--- config.mk ---
export PLATFORM = sky130hd
export DESIGN_NAME = perc_train_table
export DESIGN_NICKNAME = d
export VERILOG_FILES = /design/src/rtl/perc_pkg.sv /design/src/rtl/perc_dot.sv /design/src/rtl/perc_train_table.sv
export SDC_FILE = /design/constraint.sdc
export NUM_CORES = 2
export LEC_CHECK = 0
export BUFFER_PORTS_ARGS = -buffer_cell sky130_fd_sc_hd__buf_2
export CORE_ASPECT_RATIO = 0.6
export CORE_MARGIN = 4
export CORE_UTILIZATION = 65
export DETAILED_ROUTE_END_ITERATION = 6
export PLACE_DENSITY = 0.77
export SLEW_MARGIN = 20
export SYNTH_ARGS = -nofsm -noshare
export SYNTH_HDL_FRONTEND = slang
export SYNTH_SLANG_ARGS = --single-unit
--- constraint.sdc ---
create_clock -name clk -period 23.1 [get_ports clk]
set_input_delay 1.155 -clock clk [delete_from_list [all_inputs] [get_ports clk]]
set_output_delay 1.155 -clock clk [all_outputs]
set_load 0.03 [all_outputs]
--- src/rtl/perc_pkg.sv ---
// Shared types and helpers for the perceptron weight store.
package perc_pkg;

    typedef enum logic [1:0] {
        INIT,
        IDLE,
        UPDATE
    } state_e;

    // Width of a dot product of hist_len+1 weights of w_bits each, signed.
    function automatic int unsigned sum_width(input int unsigned w_bits,
                                              input int unsigned hist_len);
        return w_bits + $clog2(hist_len + 1);
    endfunction

    // Add a +/-1 step to a w_bits-wide signed weight, clamping to its range.
    function automatic int sat_add(input int w, input int step, input int unsigned w_bits);
        int hi;
        int lo;
        int r;
        hi = (1 << (w_bits - 1)) - 1;
        lo = -(1 << (w_bits - 1));
        r  = w + step;
        if (r > hi) begin
            r = hi;
        end else if (r < lo) begin
            r = lo;
        end
        return r;
    endfunction

endpackage

--- src/rtl/perc_dot.sv ---
// Combinational perceptron dot product: bias plus +/- weight per history bit.
module perc_dot #(
    parameter int unsigned W_BITS   = 8,
    parameter int unsigned HIST_LEN = 12,
    parameter int unsigned SUM_W    = 12
) (
    input  logic [HIST_LEN:0][W_BITS-1:0] w_i,
    input  logic [HIST_LEN-1:0]           hist_i,
    output logic signed [SUM_W-1:0]       sum_o
);

    logic [HIST_LEN:0]        sel;
    logic signed [W_BITS-1:0] wv;
    logic signed [SUM_W-1:0]  ext;
    logic signed [SUM_W-1:0]  acc;

    // Bias always adds; weight i+1 adds when history bit i is set, else subtracts.
    always_comb begin
        sel = {hist_i, 1'b1};
        acc = '0;
        wv  = '0;
        ext = '0;
        for (int k = 0; k <= int'(HIST_LEN); k++) begin
            wv  = w_i[k];
            ext = SUM_W'(wv);
            acc = sel[k] ? (acc + ext) : (acc - ext);
        end
        sum_o = acc;
    end

endmodule

--- src/rtl/perc_train_table.sv ---
// Perceptron weight table with registered prediction and a one-request RMW trainer.
module perc_train_table
    import perc_pkg::*;
#(
    parameter int unsigned W_BITS   = 8,
    parameter int unsigned HIST_LEN = 12,
    parameter int unsigned B_SETS   = 4,
    parameter int unsigned THETA    = 37,
    localparam int unsigned SUM_W   = sum_width(W_BITS, HIST_LEN)
) (
    input  logic                    clk,
    input  logic                    rst,
    input  logic                    pred_valid_i,
    input  logic [B_SETS-1:0]       pred_index_i,
    input  logic [HIST_LEN-1:0]     pred_hist_i,
    output logic                    pred_valid_o,
    output logic signed [SUM_W-1:0] pred_sum_o,
    output logic                    pred_taken_o,
    input  logic                    train_valid_i,
    output logic                    train_ready_o,
    input  logic [B_SETS-1:0]       train_index_i,
    input  logic [HIST_LEN-1:0]     train_hist_i,
    input  logic                    train_taken_i,
    input  logic [SUM_W-1:0]        train_sum_i,
    output logic                    init_done_o
);

    localparam int unsigned N_SETS = 2 ** B_SETS;
    localparam logic [SUM_W:0] THETA_W = (SUM_W + 1)'(THETA);

    typedef logic [HIST_LEN:0][W_BITS-1:0] row_t;

    row_t tbl_q [N_SETS];

    state_e              state_q, state_d;
    logic [B_SETS-1:0]   clr_q, clr_d;
    logic                init_done_q, init_done_d;
    logic [B_SETS-1:0]   trn_idx_q, trn_idx_d;
    logic [HIST_LEN-1:0] trn_hist_q, trn_hist_d;
    logic                trn_taken_q, trn_taken_d;
    logic [SUM_W-1:0]    trn_sum_q, trn_sum_d;

    logic                    pred_valid_q, pred_valid_d;
    logic signed [SUM_W-1:0] pred_sum_q, pred_sum_d;
    logic                    pred_taken_q, pred_taken_d;

    logic                     wr_en;
    logic [B_SETS-1:0]        wr_idx;
    row_t                     wr_row;
    row_t                     row_cur;
    row_t                     row_upd;
    row_t                     pred_row;
    logic [HIST_LEN:0]        up;
    logic signed [W_BITS-1:0] wv;
    logic [SUM_W:0]           sum_ext;
    logic [SUM_W:0]           mag;
    logic                     mispred;
    logic                     do_train;
    logic signed [SUM_W-1:0]  dot_sum;

    // Training decision and the saturated post-update row for the latched set.
    always_comb begin
        sum_ext  = {trn_sum_q[SUM_W-1], trn_sum_q};
        mag      = trn_sum_q[SUM_W-1] ? (~sum_ext + 1'b1) : sum_ext;
        // Sum sign bit equal to the outcome means the predicted direction was wrong.
        mispred  = (trn_sum_q[SUM_W-1] == trn_taken_q);
        do_train = mispred || (mag <= THETA_W);
        // up[k] set means weight k moves by +1, otherwise by -1.
        up       = {~(trn_hist_q ^ {HIST_LEN{trn_taken_q}}), trn_taken_q};
        row_cur  = tbl_q[trn_idx_q];
        row_upd  = row_cur;
        wv       = '0;
        for (int k = 0; k <= int'(HIST_LEN); k++) begin
            wv         = row_cur[k];
            row_upd[k] = W_BITS'(sat_add(int'(wv), up[k] ? 1 : -1, W_BITS));
        end
    end

    // FSM next state, request latch and table write port.
    always_comb begin
        state_d     = state_q;
        clr_d       = clr_q;
        init_done_d = init_done_q;
        trn_idx_d   = trn_idx_q;
        trn_hist_d  = trn_hist_q;
        trn_taken_d = trn_taken_q;
        trn_sum_d   = trn_sum_q;
        wr_en       = 1'b0;
        wr_idx      = clr_q;
        wr_row      = '0;
        unique case (state_q)
            INIT: begin
                wr_en  = 1'b1;
                wr_idx = clr_q;
                clr_d  = clr_q + 1'b1;
                if (clr_q == B_SETS'(N_SETS - 1)) begin
                    state_d     = IDLE;
                    init_done_d = 1'b1;
                end
            end
            IDLE: begin
                if (train_valid_i) begin
                    trn_idx_d   = train_index_i;
                    trn_hist_d  = train_hist_i;
                    trn_taken_d = train_taken_i;
                    trn_sum_d   = train_sum_i;
                    state_d     = UPDATE;
                end
            end
            UPDATE: begin
                wr_en   = do_train;
                wr_idx  = trn_idx_q;
                wr_row  = row_upd;
                state_d = IDLE;
            end
            default: state_d = INIT;
        endcase
    end

    // Prediction read with write-first forwarding from an in-flight update.
    always_comb begin
        pred_row = tbl_q[pred_index_i];
        if (state_q == UPDATE && do_train && trn_idx_q == pred_index_i) begin
            pred_row = row_upd;
        end
    end

    perc_dot #(
        .W_BITS  (W_BITS),
        .HIST_LEN(HIST_LEN),
        .SUM_W   (SUM_W)
    ) u_dot (
        .w_i   (pred_row),
        .hist_i(pred_hist_i),
        .sum_o (dot_sum)
    );

    // Prediction result; held when no request, forced neutral while clearing.
    always_comb begin
        pred_valid_d = pred_valid_i;
        pred_sum_d   = pred_sum_q;
        pred_taken_d = pred_taken_q;
        if (pred_valid_i) begin
            if (state_q == INIT) begin
                pred_sum_d   = '0;
                pred_taken_d = 1'b1;
            end else begin
                pred_sum_d   = dot_sum;
                pred_taken_d = ~dot_sum[SUM_W-1];
            end
        end
    end

    // Control and output registers; reset drops any latched request.
    always_ff @(posedge clk or posedge rst) begin
        if (rst) begin
            state_q      <= INIT;
            clr_q        <= '0;
            init_done_q  <= 1'b0;
            trn_idx_q    <= '0;
            trn_hist_q   <= '0;
            trn_taken_q  <= 1'b0;
            trn_sum_q    <= '0;
            pred_valid_q <= 1'b0;
            pred_sum_q   <= '0;
            pred_taken_q <= 1'b0;
        end else begin
            state_q      <= state_d;
            clr_q        <= clr_d;
            init_done_q  <= init_done_d;
            trn_idx_q    <= trn_idx_d;
            trn_hist_q   <= trn_hist_d;
            trn_taken_q  <= trn_taken_d;
            trn_sum_q    <= trn_sum_d;
            pred_valid_q <= pred_valid_d;
            pred_sum_q   <= pred_sum_d;
            pred_taken_q <= pred_taken_d;
        end
    end

    // Weight storage; contents are established by the INIT sweep, not by reset.
    always_ff @(posedge clk) begin
        if (wr_en) begin
            tbl_q[wr_idx] <= wr_row;
        end
    end

    assign pred_valid_o  = pred_valid_q;
    assign pred_sum_o    = pred_sum_q;
    assign pred_taken_o  = pred_taken_q;
    assign train_ready_o = (state_q == IDLE);
    assign init_done_o   = init_done_q;

endmodule

* Word level (Yosys, flattened, before mapping)
Memory sizes are Yosys's and may differ from the RTL's. Cells that the tools add are included.
Storage, ports and cells: register bits 50, bits in latches 0, RAM bits 1664, ROM bits 0, bits of input ports 49, output and inout bits 16, word-level logic and storage cells 158, memories kept 1
Cells by class: add/sub/neg operators 39, multiply operators 0, div/mod/pow operators 0, $lt $le $gt $ge 27, eq/ne operators 7, shift-type cells 0, multiplexer cells 63, bitwise gates (word level) 4, reduce and logical (&&, ||, !) cells 7
Memories:
- tbl_q | words 16, bits a word 104, rd ports 2, clocked after Yosys merged registers in 0, wr ports 1, line perc_train_table.sv:33 | row_t tbl_q [N_SETS];
Operators by type and width (count):
- 8-bit by 32-bit adder with 32-bit output | 13
- 32-bit by 8-bit > comparator with 1-bit output, second input constant | 13
- 32-bit by 8-bit less-than comparator with 1-bit output, second input constant | 13
- 32-bit two-way mux | 13
- 104-bit two-way mux | 2
- 8-bit two-way mux | 26
- 12-bit two-way mux | 13
- 12-bit by 8-bit adder with 12-bit output | 11
- 12-bit by 8-bit subtractor with 12-bit output | 11
- 13-bit by 1-bit adder with 13-bit output, second input constant | 1
- 13-bit by 6-bit less-or-equal comparator with 1-bit output, second input constant | 1
- 13-bit two-way mux | 1
- 13-bit NOT | 1
- 12-bit NOT | 1
- 12-bit XOR | 1
- 8-bit by 8-bit adder with 9-bit output | 1
- 8-bit by 8-bit subtractor with 9-bit output | 1
- 2-bit case mux with 3 select lines | 1
- 2-bit AND reduction | 3
- 4-bit by 1-bit adder with 4-bit output, second input constant | 1
- 4-bit == test | 1
- 4-bit == test, second input constant | 1
- 2-bit two-way mux | 2
- 4-bit two-way mux | 1
- other kinds (10) | 14

* Logic depth before layout (Yosys ltp)
depth after elaboration 34, depth in mapped cells 78, depth with buffers taken out 71

* Cells and area by module
Synthesis repeated with hierarchy kept, for this count alone.
Second synthesis, totals: cells, all modules 5721, area, all modules 95008.6 µm²
By module, submodules not included:
- perc_train_table | times used 1, cells an instance 4727, area an instance 87780.4 µm², seq. area each 51219.1 µm²
- perc_dot | times used 1, cells an instance 994, area an instance 7228.2 µm², seq. area each 0.0 µm²

* Least setup slack after synthesis
Ideal clock, no wire load.
kind flip-flop to flip-flop, start point register trn_idx_q[0], end point register pred_sum_q[11] (netlist: pred_sum_o[11]), setup time 0.121 ns, data arrival time 16.826 ns, setup slack 6.153 ns, cell stages (with the launch flop) 70, buffers on the path 7, clock period less this slack 16.947 ns, cell sequence dfrtp_1 > buf_2 > buf_4 > buf_2 > buf_2 > clkbuf_1 > clkbuf_1 > buf_1 > mux4_2 > mux4_2 > fa_1 > a211oi_1 > nor2_1 > o21a_1 > nor2_1 > o21bai_1 > a21o_1 > inv_1 > [... 34 more ...] > xnor2_1 > ha_1 > xnor2_1 > ha_1 > xnor2_1 > ha_1 > xnor2_1 > ha_1 > xnor2_1 > ha_1 > o21ai_0 > nand2b_1 > a21oi_1 > xor2_1 > xnor2_1 > xnor3_2 > xnor3_1 > a22o_1
On the way: cells in the longest elaborated chain, start to end 31, elaborated cells between the ends (all ways) 106
Ends and longest elaborated chain:
- start: declaration | line perc_train_table.sv:38 | logic [B_SETS-1:0] trn_idx_q, trn_idx_d;
- start signal: assignment | line perc_train_table.sv:171 | trn_idx_q <= trn_idx_d;
- memory read 16 x 104 bit
- 8-bit by 32-bit adder with 32-bit output | line perc_pkg.sv:23 | r = w + step;
- 32-bit by 8-bit less-than comparator with 1-bit output | line perc_pkg.sv:26 | end else if (r < lo) begin
- 8-bit two-way mux | line perc_pkg.sv:26
- 8-bit two-way mux | line perc_pkg.sv:24 | if (r > hi) begin
- 104-bit two-way mux * | line perc_train_table.sv:123 | if (state_q == UPDATE && do_train && trn_idx_q == pred_index_i) begin
- 8-bit by 8-bit subtractor with 9-bit output or 8-bit by 8-bit adder with 9-bit output (tied branches) | line perc_dot.sv:26 | acc = sel[k] ? (acc + ext) : (acc - ext);
- 12-bit two-way mux | line perc_dot.sv:26
- [... 15 more ...]
- 12-bit two-way mux | line perc_dot.sv:26
- 12-bit by 8-bit subtractor with 12-bit output or 12-bit by 8-bit adder with 12-bit output (tied branches) | line perc_dot.sv:26
- 12-bit two-way mux | line perc_dot.sv:26
- 12-bit by 8-bit subtractor with 12-bit output or 12-bit by 8-bit adder with 12-bit output (tied branches) | line perc_dot.sv:26
- 12-bit two-way mux | line perc_dot.sv:26
- 12-bit by 8-bit subtractor with 12-bit output or 12-bit by 8-bit adder with 12-bit output (tied branches) | line perc_dot.sv:26
- 12-bit two-way mux * | line perc_dot.sv:26
- 12-bit two-way mux * | line perc_train_table.sv:144 | if (state_q == INIT) begin
- end signal: assignment | line perc_train_table.sv:176 | pred_sum_q <= pred_sum_d;
- end: declaration | line perc_train_table.sv:44 | logic signed [SUM_W-1:0] pred_sum_q, pred_sum_d;
Every way passes the cells marked *; elsewhere a longest branch is shown, timed or not. A chain may end at the register's enable or synchronous reset.

* Worst setup path after layout
Ends and elaborated chain as after synthesis.

==> impl_metrics.json <==
{
  "antenna_found_initial": 13,
  "wire_per_inst_um": 33.4,
  "nNetsFinal": 6503,
  "htreeDepth": 4,
  "synth_top_area_cell": "edfxtp_1",
  "crit_slowest_cell": "dfrtp_4",
  "yosysTopAreaCellShare_pct": 51.5,
  "grt_pass1_vias": 60450,
  "yosys-top-cells-count": "edfxtp_1 (1664), mux4_2 (977), nor2_1 (384), a21oi_1 (356), nand2_1 (257)",
  "rsz0062_at_grt": "no",
  "drc": 1,
  "post_cts_resized": 0,
  "cts_tree": "done",
  "top_level_ports": 65,
  "worstMarginPinSlew_ns": 1.19,
  "violations": "DRC",
  "post_synth_num_cell_types": 103,
  "fmax_mhz": 53.1,
  "grt_overflow": 0,
  "fin_crit_ns": 18.83,
  "cpPeakStageDelay_ns": 1.02,
  "grt_first_pass_wirelength_mm": 407,
  "synth-edff-count": 1664,
  "finalSetupViolations": 0,
  "nFillCells": 9252,
  "fp.dieH_um": 307,
  "grt_max_degree": 113,
  "coreArea_um2": 148000,
  "drt-initial-drc-count": 10937,
  "synth_fa_ha_area_share_pct": 5.78,
  "synth_area_um2": 97000,
  "synthXorXnorAreaFrac_pct": 2.45,
  "holdWs_ns": 0.493,
  "seq_area_frac_synth_pct": 52.8,
  "synthArstFlopShare_pct": 2.92,
  "tns_ns": 0,
  "yosys_warnings": 0,
  "rows": 109,
  "grt_use_total_pct": 35.5,
  "io_buffers": 64,
  "critPathMaxFanout": 101,
  "path_clk_slew_ns": 0.07,
  "arrival_ns": 19.52,
  "clock_latency_ns": 0.83,
  "cts_inserted_buffers": 155,
  "synth_top_family_by_area": "multiplexers",
  "slew_headroom_pct": 20.4,
  "dp.cells": 7927,
  "holdBufCountCts": 0,
  "synth-compound-area-share_pct": 6.44,
  "finalHoldViolCount": 0,
  "crit_top_cell": "ha_1",
  "syn_nets": 6515,
  "die_area_um2": 156000,
  "synth.area.mux_share_pct": 24.2,
  "numClockSinks": 1714,
  "via_per_inst": 7.60,
  "post_cts_buffers": 0,
  "die_w_um": 507,
  "gp_congestion": 0.959,
  "yosys_register_bits": 1714,
  "outcome": "finished with violations",
  "critical_path_class": "flip-flop to flip-flop",
  "cp-end-kind": "flip-flop",
  "hpwl_mm": 169,
  "final_cells": 8219,
  "drtPass1Iterations": 7,
  "ant_nets": 0,
  "area_growth_pct": 7.79,
  "drive_gt1_share_pct": 24.5,
  "initial_utilization_pct": 65.7,
  "cap_violations": 0,
  "synth_most_common_cell": "edfxtp_1",
  "hold_path_class": "input pin to asynchronous set/reset pin",
  "post_synth_and_or_nand_nor_area_fraction_pct": 5.97,
  "root_buffer": "clkbuf_16",
  "synthCells": 6098,
  "fin_worst_skew_ns": 0.0374,
  "crit_path_start_kind": "flip-flop",
  "clk_path_buf_depth": 3,
  "ys_top_cells_by_area": "edfxtp_1 (52%), mux4_2 (23%), ha_1 (3.0%), fa_1 (2.8%), a21oi_1 (1.8%)",
  "period_share_pct": 81.5,
  "synth_flop_cell": "edfxtp_1",
  "slew_violations": 0,
  "wl_mm": 275,
  "vias": 62466,
  "syn_avg_cell_area_um2": 15.9,
  "critPathRequiredTime_ns": 23.79
}
-- layer usage --
layer,vias up,GRT usage [%],routed length [µm]
met5,-,0,10
met4,2,9.57,7360
met3,518,11.8,44300
met2,5192,48.2,115000
met1,31834,55.8,108000
li1,24920,-,-
-- worst max-delay path: cells and delay by family (launching register included) --
kind | cells | cell delay [ns]
adders and majority gates | 15 | 5.13
AOI/OAI and AO/OA | 18 | 4.45
muxes | 3 | 1.41
DFF | 1 | 1.02
buffers and inverters | 3 | 0.81
xor gates and xnor gates | 15 | 3.59
and+or+nand+nor | 9 | 2.22
-- kinds of logic after synthesis --
family / count (synthesis)
muxes: 1104
xor gates and xnor gates: 263
and+or+nand+nor: 1174
AOI/OAI and AO/OA: 978
buffers and inverters: 497
DFF: 1714
adders and majority gates: 368
-- path summary, 6_finish.rpt --
path                          startpoint              to  slack (ns)  cells after the start
max                         trn_idx_q[0]  pred_sum_o[11]        4.27                     63
min                                  rst    trn_sum_q[4]        0.49                      2
max reg2reg                 trn_idx_q[0]  pred_sum_o[11]        4.27                     63
min reg2reg                pred_sum_o[8]   pred_sum_o[8]        0.51                      1
max in group asynchronous            rst    trn_idx_q[0]       22.01                      2
min in group clk            pred_valid_i    pred_valid_o        0.50                      1
-- layout make-up --
cell class / instances / area, µm² / share of cell area [%]
Antenna cell: 14 / 35.0 / 0.0335
Clock buffer: 187 / 4190 / 4.01
Clock inverter: 91 / 876 / 0.838
Inverter: 145 / 553 / 0.529
Multi-Input combinational cell: 3887 / 43800 / 41.9
Sequential cell: 1714 / 51200 / 49.0
Tap cell: 1998 / 2500 / 2.39
Timing Repair Buffer: 183 / 1400 / 1.34
-- sequential cells by signal (all words and copies together) (netlist names) --
register      flops
trn_sum_q        12
pred_valid_o      1
trn_hist_q       12
tbl_q          1664
clr_q             4
state_q           2
trn_idx_q         4
pred_taken_o      1
init_done_o       1
trn_taken_q       1
pred_sum_o       12
-- cell usage in the layout (no fill, tap or decap), types with 25 or more instances in the layout --
master and count:
nand3_1 63, o31ai_1 25, clkinv_1 30, o21a_1 33
inv_1 140, a31oi_1 42, a211oi_1 42, nand2b_1 45
dfrtp_1 45, nand2_1 257, o21bai_1 59, and3_1 26
mux2_2 27, or3_1 28, nor2_1 364, mux2i_1 90
nor3_1 73, o21ai_0 136, a21oi_1 355, fa_1 134
buf_2 60, xnor2_1 186, xor2_1 61, buf_4 107
nand4_1 46, nor4_1 43, clkbuf_16 163, a21o_1 95
a22oi_1 34, edfxtp_1 1664, and2_1 37, ha_1 234
nor2b_1 58, clkinv_2 31, mux4_2 977
-- through the flow --
step	utilization, %	setup slack [ns]	area, µm²
after floorplan	-	6.15	97000
after detailed placement	67.3	4.63	99400
final	70.8	4.27	105000
after CTS	70.7	4.53	104000
after global routing	70.8	3.21	105000
after global placement	67.3	4.84	99400
Power is left out: the tool's default activity adds up to more than one toggle a clock period on the data nets, which glitch-free logic cannot reach.
